===== config.mk =====
export PLATFORM = sky130hd
export DESIGN_NAME = vga_scanout
export DESIGN_NICKNAME = d
export VERILOG_FILES = /design/src/rtl/vga_scanout.sv
export SDC_FILE = /design/constraint.sdc
export NUM_CORES = 1
export LEC_CHECK = 0
export CAP_MARGIN = 10
export CORE_ASPECT_RATIO = 0.75
export CORE_MARGIN = 1.5
export CORE_UTILIZATION = 60
export DETAILED_ROUTE_END_ITERATION = 10
export PLACE_DENSITY_LB_ADDON = 0.08
export RECOVER_POWER = 25
export SYNTH_ARGS = -nofsm -noshare
export SYNTH_HDL_FRONTEND = slang
export SYNTH_SLANG_ARGS = --single-unit

===== constraint.sdc =====
create_clock -name clock -period 10.8 [get_ports clock]
set_input_delay 2.16 -clock clock [delete_from_list [all_inputs] [get_ports clock]]
set_output_delay 2.16 -clock clock [all_outputs]
set_load 0.005 [all_outputs]

===== src/rtl/vga_scanout.sv =====
// vga_scanout: 640x480@60 raster, pixel- and line-doubled from a 320x240 buffer.
// Define VGA_SCANOUT_TEST_PATTERN_EN to add the testPattern colour-bar input.
module vga_scanout #(
  parameter logic [2:0] LATCH_PHASE  = 3'd7,
  parameter int         H_VISIBLE    = 640,
  parameter int         H_SYNC_START = 656,
  parameter int         H_SYNC_END   = 752,
  parameter int         H_TOTAL      = 800,
  parameter int         V_VISIBLE    = 480,
  parameter int         V_SYNC_START = 490,
  parameter int         V_SYNC_END   = 492,
  parameter int         V_TOTAL      = 525
) (
  input  logic       clock,
  input  logic       reset,
  input  logic [2:0] clockPhase,
  output logic [8:0] readXCoord,
  output logic [7:0] readYCoord,
  input  logic [7:0] pixel1,
  input  logic [7:0] pixel2,
  output logic [2:0] red,
  output logic [2:0] green,
  output logic [1:0] blue,
  output logic       hSync,
  output logic       vSync,
  output logic       visible,
  output logic       frameStart
`ifdef VGA_SCANOUT_TEST_PATTERN_EN
  ,
  input  logic       testPattern
`endif
);

  localparam logic [9:0] HV  = 10'(H_VISIBLE);
  localparam logic [9:0] HSS = 10'(H_SYNC_START);
  localparam logic [9:0] HSE = 10'(H_SYNC_END);
  localparam logic [9:0] HL  = 10'(H_TOTAL - 1);
  localparam logic [9:0] VV  = 10'(V_VISIBLE);
  localparam logic [9:0] VSS = 10'(V_SYNC_START);
  localparam logic [9:0] VSE = 10'(V_SYNC_END);
  localparam logic [9:0] VL  = 10'(V_TOTAL - 1);
  localparam logic [7:0] PL  = 8'(H_TOTAL / 4 - 1);

  logic        aligned_q, aligned_d;
  logic [9:0]  h_q, h_d;
  logic [9:0]  v_q, v_d;
  logic [15:0] shadow_q, shadow_d;
  logic [15:0] active_q, active_d;
  logic [8:0]  rx_q, rx_d;
  logic [7:0]  ry_q, ry_d;
  logic [7:0]  rgb_q, rgb_d;
  logic        hs_q, hs_d;
  logic        vs_q, vs_d;
  logic        vis_q, vis_d;
  logic        fs_q, fs_d;

  logic       step;
  logic       capture;
  logic [7:0] pidx;
  logic       last_pair;
  logic [9:0] fl;
  logic [7:0] pix;

  always_comb begin
    step      = aligned_q && (clockPhase == 3'd3 || clockPhase == 3'd7);
    capture   = (clockPhase == LATCH_PHASE) && h_q[1];
    aligned_d = aligned_q || (clockPhase == 3'd0);
    h_d       = h_q;
    v_d       = v_q;
    if (step) begin
      if (h_q == HL) begin
        h_d = 10'd0;
        v_d = (v_q == VL) ? 10'd0 : v_q + 10'd1;
      end else begin
        h_d = h_q + 10'd1;
      end
    end

    // capture and pair entry share an edge, so the fresh pair forwards
    shadow_d = capture ? {pixel1, pixel2} : shadow_q;
    active_d = active_q;
    if (step && h_d[1:0] == 2'd0) active_d = shadow_d;

    pidx      = h_d[9:2];
    last_pair = (pidx == PL);
    fl        = v_d;
    if (last_pair) fl = (v_d == VL) ? 10'd0 : v_d + 10'd1;
    rx_d = last_pair ? 9'd0 : {pidx + 8'd1, 1'b0};
    ry_d = (fl < VV) ? fl[8:1] : 8'd0;

    pix = h_d[1] ? active_d[7:0] : active_d[15:8];
`ifdef VGA_SCANOUT_TEST_PATTERN_EN
    if (testPattern) pix = {h_d[9:7], h_d[9:7], h_d[8:7]};
`endif

    rgb_d = rgb_q;
    hs_d  = hs_q;
    vs_d  = vs_q;
    vis_d = vis_q;
    fs_d  = 1'b0;
    if (step) begin
      vis_d = (h_d < HV) && (v_d < VV);
      rgb_d = vis_d ? pix : 8'd0;
      hs_d  = !((h_d >= HSS) && (h_d < HSE));
      vs_d  = !((v_d >= VSS) && (v_d < VSE));
      fs_d  = (h_d == 10'd0) && (v_d == VV);
    end
  end

  always_ff @(posedge clock) begin
    if (reset) begin
      aligned_q <= 1'b0;
      h_q       <= 10'd0;
      v_q       <= 10'd0;
      shadow_q  <= 16'd0;
      active_q  <= 16'd0;
      rx_q      <= 9'd0;
      ry_q      <= 8'd0;
      rgb_q     <= 8'd0;
      hs_q      <= 1'b1;
      vs_q      <= 1'b1;
      vis_q     <= 1'b0;
      fs_q      <= 1'b0;
    end else begin
      aligned_q <= aligned_d;
      h_q       <= h_d;
      v_q       <= v_d;
      shadow_q  <= shadow_d;
      active_q  <= active_d;
      rx_q      <= rx_d;
      ry_q      <= ry_d;
      rgb_q     <= rgb_d;
      hs_q      <= hs_d;
      vs_q      <= vs_d;
      vis_q     <= vis_d;
      fs_q      <= fs_d;
    end
  end

  assign readXCoord = rx_q;
  assign readYCoord = ry_q;
  assign red        = rgb_q[7:5];
  assign green      = rgb_q[4:2];
  assign blue       = rgb_q[1:0];
  assign hSync      = hs_q;
  assign vSync      = vs_q;
  assign visible    = vis_q;
  assign frameStart = fs_q;

endmodule


* Word level (Yosys, flattened, before mapping)
Cells that the tools add are included.
** Word-level totals
- Flip-flop bits (word level) :: 82
- Bits in latches :: 0
- RAM bits :: 0
- Memory bits (read-only) :: 0
- Input port bits :: 21
- Output and inout port bits :: 29
- Word-level logic and storage cells :: 61
- Memories kept :: 0
** Operators by class
- $add $sub $neg :: 4
- Multiply operators :: 0
- Div/mod/pow operators :: 0
- $lt $le $gt $ge :: 7
- Eq/ne operators :: 7
- Shifts and indexed selects :: 0
- Mux-type cells :: 11
- Bitwise logic cells :: 2
- Reductions and logical operators :: 17
** Operator list (number)
- $mux W10 :: 7
- $mux W16 :: 2
- $add A10 B1 Y10 const B :: 3
- $eq A10 B10 Y1 const B :: 3
- $lt A10 B9 Y1 const B :: 3
- $lt A10 B10 Y1 const B :: 2
- $mux W8 :: 2
- $eq A10 B9 Y1 const B :: 1
- $ge A10 B10 Y1 const B :: 1
- $ge A10 B9 Y1 const B :: 1
- $logic_not A10 Y1 :: 1
- $add A8 B1 Y8 const B :: 1
- $eq A8 B8 Y1 const B :: 1
- $logic_and A1 B1 Y1 :: 7
- $reduce_or A2 Y1 :: 3
- $eq A3 B2 Y1 const B :: 1
- $eq A3 B3 Y1 const B :: 1
- $logic_not A3 Y1 :: 1
- $logic_not A1 Y1 :: 2
- $logic_not A2 Y1 :: 1
- $logic_or A1 B1 Y1 :: 2
- $not A1 Y1 :: 2

* Logic depth before layout (Yosys ltp)
Gate-level depths: netlist of the first run.
- Depth in word-level cells :: 10
- Gate-level depth with buffers :: 15
- Depth with buffers taken out :: 14

* Least setup slack after synthesis of the first run
OpenSTA, ideal clock, no wires.
- Path kind :: in2reg
- Start point :: input clockPhase[0]
- End point :: register ry_q[0], in the netlist readYCoord[0]
- Setup time :: 128 ps
- Arrival time :: 4771 ps
- Data required time :: 10672 ps
- Slack :: 5902 ps
- Cell stages on the path :: 15
- Buffers on the path :: 2
- Path through :: and3_1 clkbuf_1 clkbuf_1 nand4_1 xnor2_1 nand2_1 inv_1 ha_1 nand3_1 mux2i_1 nand4_1 nor4_1 xor2_1 nor3_4 nor3_1
** Between the ends
- Elaborated cells on any way between the ends :: 14
- Classes of those cells :: 1 x add/sub; 1 x order compare; 4 x eq/ne; 4 x mux; 1 x bitwise; 3 x reduce/logical
** RTL lines
- from (decl) :: RTL line 16 : input logic [2:0] clockPhase,
- $eq A3 B2 Y1 / $eq A3 B3 Y1 (equally long branches) :: RTL line 65 : step = aligned_q && (clockPhase == 3'd3 || clockPhase == 3'd7);
- $logic_or A1 B1 Y1 * :: RTL line 65
- $logic_and A1 B1 Y1 * :: RTL line 65
- $mux W10 * :: RTL line 70 : if (step) begin
- via h_d[3] :: RTL line 45 : logic [9:0] h_q, h_d;
- $eq A8 B8 Y1 * :: RTL line 85 : last_pair = (pidx == PL);
- $mux W10 * :: RTL line 87 : if (last_pair) fl = (v_d == VL) ? 10'd0 : v_d + 10'd1;
- $lt A10 B9 Y1 :: RTL line 89 : ry_d = (fl < VV) ? fl[8:1] : 8'd0;
- $not A1 Y1 (no line)
- $reduce_or A2 Y1 (no line)
- to (signal assigned) :: RTL line 131 : ry_q <= ry_d;
- to (decl) :: RTL line 50 : logic [7:0] ry_q, ry_d;
The timed path passes the listed nets; every way through them passes the cells marked *.
A chain may end at the register's enable or synchronous reset.

* Worst setup path in the final report of the first run
- Start point :: input clockPhase[0]
- End point :: register ry_q[1], in the netlist readYCoord[1]
Same word-level chain as after synthesis.

==> results of run 1 <==
flip-flops by register name, indices dropped and copies added (netlist names):
register / cells
frameStart: 1
rgb_q: 8
hSync: 1
readXCoord: 8
visible: 1
readYCoord: 8
aligned_q: 1
vSync: 1
h_q: 10
v_q: 10
shadow_q: 16
active_q: 16
Yosys cell counts (9+ instances only):
| cell | number |
|---|---|
| a211o_1 | 9 |
| a211oi_1 | 11 |
| a21oi_1 | 25 |
| and3_1 | 15 |
| clkbuf_1 | 18 |
| dfxtp_1 | 81 |
| inv_1 | 11 |
| mux2i_1 | 27 |
| nand2_1 | 33 |
| nand3_1 | 11 |
| nor2_1 | 77 |
| nor3_1 | 25 |
| nor4_1 | 12 |
| o21ai_0 | 13 |
| xnor2_1 | 9 |
critical path: stages:
cell             delay (ns)
clkdlybuf4s50_1        0.51
nand3_1                0.69
or4b_4                 0.94
nand2_1                0.18
inv_1                  0.06
ha_1                   0.24
nand3_1                0.11
mux2i_1                0.09
nand4_1                0.34
nor4_1                 0.14
xor2_1                 0.21
nor3_4                 0.36
nor3_1                 0.09
routing by layer:
| metal | vias to the layer above | track usage, % | routed length, um | share of wire (%) |
|---|---|---|---|---|
| li1 | 1798 | - | - | - |
| met2 | 158 | 44.8 | 4300 | 43 |
| met5 | - | 0 | 0 | 0 |
| met1 | 1710 | 39.9 | 4690 | 47 |
| met3 | 16 | 7.14 | 748 | 7.6 |
| met4 | 0 | 8.41 | 149 | 1.5 |
area by class of cell:
| cell class | instances | area share [%] |
|---|---|---|
| Multi-Input combinational cell | 362 | 48.0 |
| Inverter | 11 | 0.871 |
| Tap cell | 81 | 2.14 |
| Sequential cell | 81 | 34.2 |
| Clock buffer | 11 | 2.98 |
| Clock inverter | 5 | 1.32 |
| Timing Repair Buffer | 51 | 10.4 |
power by group:
part	leakage (nW)	switching, mW	internal [mW]	total, mW
Combinational	1.12	0.00810	0.00802	0.0161
Clock	0.0962	0.111	0.114	0.225
Sequential	0.653	0.000467	0.299	0.300
Total	1.87	0.119	0.422	0.541
path summary, 6_finish.rpt:
| check | start | slack, ns | end |
|---|---|---|---|
| setup reg to reg | aligned_q | 6.91 | readYCoord[1] |
| hold reg to reg | rgb_q[3] | 0.45 | rgb_q[3] |
| setup / recovery | clockPhase[0] | 4.90 | readYCoord[1] |
| hold / removal | rgb_q[3] | 0.45 | rgb_q[3] |
cell families after synthesis:
| kind of cell | Yosys count | synth area share [%] |
|---|---|---|
| multiplexers | 27 | 6.65 |
| other | 1 | 0.0922 |
| XOR/XNOR | 17 | 3.66 |
| adder cells (fa/ha/maj) | 7 | 2.15 |
| AO/OA/AOI/OAI | 88 | 14.9 |
| AND/OR/NAND/NOR | 222 | 28.6 |
| flip-flops | 81 | 39.9 |
| buffers and inverters | 38 | 4.12 |
==> results by group, run 1 <==
Outcome
  • Status: complete, but fails checks
  • Failing checks: capacitance limit, slew limit

Placed design
  • Placed cell area: about 4500 um^2
  • Placed wire-length estimate: 7050 um
  • Setup WS pre-CTS: approximately 4.6 ns
  • IO buf count: 48
  • Routability cong.: ~0.9
  • Placed insts: ~600

Clocking
  • Clk Latency, worst-skew pair: 0.35 ns
  • CTS H-tree lvls: 3
  • Clock slew at reported path FFs: about 0.08 ns
  • Hold Buf Count CTS: 0
  • Sink Count: 81
  • CTS tree: done
  • # resized after CTS: 0
  • CTS root buffer: clkbuf_8
  • Postcts setup bufs: 0
  • CTS Buf Count: 9
  • Maximum clock insertion buffer count: 2

Yosys
  • Post-Syn Nets: 509
  • Syn Area/Cell: approximately 8.5 um^2
  • Seq/Total Area, Yosys: about 40%
  • Dominant cells by area after synthesis: dfxtp_1 (40%), nor2_1 (7.1%), mux2i_1 (6.6%)
  • Yosys reg bits: a little over 80
  • Post-synth cell types: 57
  • Yosys warning total: 0
  • EDFF count, synth: 0
  • Top FF cell, synth: dfxtp_1
  • Async S/R FF share, synth: 0%
  • Cells after synthesis: ~480
  • Share of the synthesized area in the top cell type: 39.9%
  • Cell Area, Synth: approximately 4100 um^2
  • Synth area leader: dfxtp_1

Pwr
  • Worst vdd ir: ~0.092 mV
  • Cell Pwr Density: 114 nW/um^2
  • Leak pwr: 1.87 nW
  • Final Power: roughly 0.54 mW

STA
  • Setup tns final: 0 ns
  • Max-slew headroom: -99.8%
  • Max Clk Rate: around 170 MHz
  • RSZ-0062 raised after global routing: false
  • Period utilization: 54.7%
  • Fin. Hold Viols: 0
  • Clk_skew: around 0.014 ns
  • Endpoints failing setup: 0
  • Hold_ws: between 0.4 and 0.5 ns
  • Fin worst setup slack: slightly below 5 ns
  • Actual slew at the worst max-slew pin: between 2 and 3 ns
  • Slew Limit Fails: 70
  • Minimum clock period: 5.90 ns

Worst hold path
  • Worst hold path depth: 2
  • Worst min path class: flop to flop

Final layout
  • # diodes: 0
  • FILL cells: 517
  • Layout Cells excl Fill: 602
  • Final core utilization: between 70% and 80%
  • Nets: between 500 and 600
  • Multi-input combinational cell area: about 2300 um^2
  • Synthesis-to-finish area growth: 16.6%
  • Seq. cell area: approximately 1600 um^2
  • Layout cells sized above 1: 5.57%
  • Most frequent cells in the layout: dfxtp_1 (81), nor2_1 (77), nand2_1 (33), mux2i_1 (27), dlygate4sd3_1 (26)
  • Commonest non-fill, non-tap cell in the layout: dfxtp_1
  • Post-route cell area: about 4700 um^2

Floorplan
  • Initial Util: between 60% and 70%
  • Die area: ~7300 um^2
  • Die W: just under 100 um
  • Die height: roughly 74 um
  • Row count: 25
  • Core area: ~6400 um^2
  • I/O Pins: 50

Drt
  • Initial DRC count: about 230
  • Vias per Instance: roughly 6.1
  • Vias: roughly 3700
  • Remaining routing DRC violations: 0
  • Detail Route Antenna Nets: 0
  • Final WL: roughly 9900 um
  • Wire per inst: ~16 um
  • Drt first pass iters: 5

Setup path
  • Critical Path RT: 11.02 ns
  • Critical Path AT: ~6 ns
  • Startpoint Class: primary input
  • Worst reg2reg path depth: 12
  • Max FO, Critical Path: 24
  • CP Capture Type: flop
  • Critical path type: primary input to flop

Global route
  • Vias in the first global route: 3353
  • Largest net degree at the start of global routing: 70
  • Remaining global-route overflow: 0
  • Initial antenna violation count: 0
  • First-pass GRT wire length: 16800 um
  • Gr usage total: 28.7%

Flow run
  • Max_cap viols: 1
Note: power is estimated with default switching activity, not from simulation.
==> run 2, diff against run 1 <==
CORE_UTILIZATION = 56   (was 60)
clock period = 5.5 ns   (was 10.8 ns; I/O delays follow)
==> run 2 against run 1 <==
The flow finishes with violations (capacitance limit). Global-route usage fell by 1.4 points. Count of clock-buffer cells in the layout decreased by 1. Register-to-register slack worse by 5.2 ns. Critical path depth is 1 higher. Flip-flop and latch count unchanged. Setup slack got worse by 4.2 ns. Critical path type unchanged. Largest cell class unchanged. Largest power group unchanged. Highest routed layer unchanged.
==> results by group, run 2 (same netlist as run 1, synthesis figures left out) <==
Outcome
  • Status: complete, but fails checks
  • Failing checks: capacitance limit

Pwr
  • Sw frac: 22.6% (+0.49 points)
  • Sequential power share: 55.9% (+0.5 points)
  • Cell Pwr Density: 221 nW/um^2 (+94%)
  • Comb pwr share: 3.1% (about the same)
  • Clock power frac: 41.0% (-0.6 points)
  • Internal Power: 0.814 mW (+93%)
  • Leak pwr: 1.88 nW (+0.10%)
  • Worst vdd ir: 0.195 mV (+110%)
  • Switching pwr: 0.237 mW (+99%)

Clocking
  • CTS Buf Count: 9 (unchanged)
  • Hold Buf Count CTS: 0 (unchanged)
  • CTS H-tree lvls: 3 (unchanged)
  • Sink Count: 81 (unchanged)
  • # resized after CTS: 0 (unchanged)
  • Clock slew at reported path FFs: 0.08 ns (about the same)
  • CTS root buffer: clkbuf_8
  • Clk Latency, worst-skew pair: 0.36 ns (about the same)
  • Maximum clock insertion buffer count: 2 (unchanged)
  • CTS tree: done
  • Postcts setup bufs: 0 (unchanged)

Global route
  • Largest net degree at the start of global routing: 36 (-49%)
  • Gr usage total: 27.3% (-1.4 points)
  • Remaining global-route overflow: 0 (unchanged)
  • First-pass GRT wire length: 16900 um (+0.61%)
  • Vias in the first global route: 3434 (+2.4%)
  • Initial antenna violation count: 0 (unchanged)

Final layout
  • # diodes: 0 (unchanged)
  • Most frequent cells in the layout: dfxtp_1 (81), nor2_1 (77), nand2_1 (33), mux2i_1 (27), dlygate4sd3_1 (26)
  • Synthesis-to-finish area growth: 17.1%
  • Post-route cell area: 4760 um^2 (+0.48%)
  • Biggest regs: active_q x16, shadow_q x16
  • Layout cells sized above 1: 5.75% (+0.18 points)
  • Layout Cells excl Fill: 620 (+3.0%)
  • Commonest non-fill, non-tap cell in the layout: dfxtp_1
  • Nets: 545 (+0.18%)

Drt
  • Vias: 3722 (+1.1%)
  • Drt first pass iters: 4 (-1)
  • Remaining routing DRC violations: 0 (unchanged)
  • Wire per inst: 16.4 um (-0.19%)
  • Vias per Instance: 6.00 (-1.8%)
  • Initial DRC count: 305 (+33%)
  • Detail Route Antenna Nets: 0 (unchanged)
  • Final WL: 10200 um (+2.8%)

Placed design
  • Setup WS pre-CTS: 0.467 ns (-4.16 ns)
  • Routability cong.: 0.866 (-4.1%)
  • IO buf count: 48 (unchanged)
  • Placed cell area: 4570 um^2 (+0.63%)
  • Placed wire-length estimate: 7270 um (+3.2%)
  • Placed insts: 604 (+3.1%)

Setup path
  • Critical path startpoint: clockPhase[0]
  • Worst reg2reg setup slack: 1.67 ns (-5.24 ns)
  • Startpoint Class: primary input
  • CP Cell Sequence: clkdlybuf4s50_1, and3_1, nand4_1, xnor2_1, nand2_1, inv_1, ha_1, nand3_1, mux2i_1, nand4_1, nor4_1, xor2_1, nor3_4, nor3_1
  • Max FO, Critical Path: 18 (-25%)
  • CP Capture Type: flop
  • Critical Path AT: 4.98 ns (-1.14 ns)
  • Slowest CP cell: and3_1
  • Critical Path RT: 5.73 ns (-5.29 ns)
  • RR Startpoint: aligned_q
  • Max incr delay on CP: 0.60 ns (-0.34 ns)
  • CP dominant cell by count: nand4_1
  • Critical path type: primary input to flop

STA
  • RSZ-0062 raised after global routing: false
  • Clk_skew: 0.0109 ns (-0.00306 ns)
  • Period utilization: ~86%
  • Slew Limit Fails: 0 (-100%)
  • Setup tns final: 0 ns (unchanged)
  • Fin. Hold Viols: 0 (unchanged)
  • Max-slew headroom: 0.145% (+100 points)
  • Endpoints failing setup: 0 (unchanged)
  • Max Clk Rate: 210 MHz
  • Fin worst setup slack: 0.745 ns (-4.15 ns)
  • Minimum clock period: ~4.8 ns
  • Actual slew at the worst max-slew pin: 1.50 ns (-1.50 ns)

Flow run
  • Max_cap viols: 1 (unchanged)

Floorplan
  • Initial Util: 58.7% (-4.7 points)
  • Die W: 101 um (+3.4%)
  • Core area: 6930 um^2 (+8.1%)
  • Die area: 7790 um^2 (+6.9%)
  • Row count: 26 (+4.0%)
  • Die height: 76.8 um (+3.4%)
  • I/O Pins: 50 (unchanged)

Worst hold path
  • Beginning of the worst hold path: rgb_q[2]
  • Worst min path class: flop to flop
[run 2: changes by cell type in the layout (fill, tap and decap cells not counted), sizes merged]
cell	delta
clkbuf	-1
clkinv	+1
buf	+1
[run 2: per-stage QoR]
step / utilization [%] / hold WS (ns) / power, mW
finish: 68.7 / 0.457 / 1.05
global route: 68.7 / 0.482 / 1.09
CTS: 68.7 / 0.460 / 1.06
detailed placement: 65.9 / 0.449 / 0.634
global placement: 65.9 / 0.443 / 0.634
floorplan: - / 0.453 / 0.616
[run 2: critical path, delay by kind of cell]
kind | cells | cell delay (ns)
XOR/XNOR | 2 | 0.42
multiplexers | 1 | 0.20
AND/OR/NAND/NOR | 8 | 2.42
buffers and inverters | 2 | 0.60
adder cells (fa/ha/maj) | 1 | 0.25
[run 2: layout make-up]
cell class	count	area [um^2]
inverter	11	41.3
clock buffer	10	128
fill	599	2170
sequential	81	1620
timing repair buffer	52	504
multi-input combinational	362	2280
tap	98	123
clock inverter	6	67.6
[run 2: power by group through the flow]
stage / logic [mW] / registers (mW) / clock network (mW)
6_report: 0.0325 / 0.588 / 0.431
5_1_grt: 0.0348 / 0.588 / 0.466
4_1_cts: 0.0326 / 0.588 / 0.436
3_5_place_dp: 0.0324 / 0.602 / 0
3_3_place_gp: 0.0323 / 0.602 / 0
2_1_floorplan: 0.0136 / 0.602 / 0
[run 2: final timing paths]
kind / to / cells past startpoint
max: readYCoord[7] / 14
max reg2reg: readYCoord[7] / 13
min reg2reg: rgb_q[2] / 2
min: rgb_q[2] / 2
[run 2: routing by layer]
layer / global-route usage [%] / vias up / share of wire, %
met2: 40.1 / 153 / 44
met1: 40.0 / 1755 / 48
met5: 0 / - / 0
met4: 8.47 / 0 / 1.5
li1: - / 1800 / -
met3: 5.83 / 14 / 6.6
==> run 3, diff against run 2 <==
CAP_MARGIN = unset   (was 10)
==> results of run 3 <==
Same layout as run 2: the final DEF is identical, and so are final timing and power.
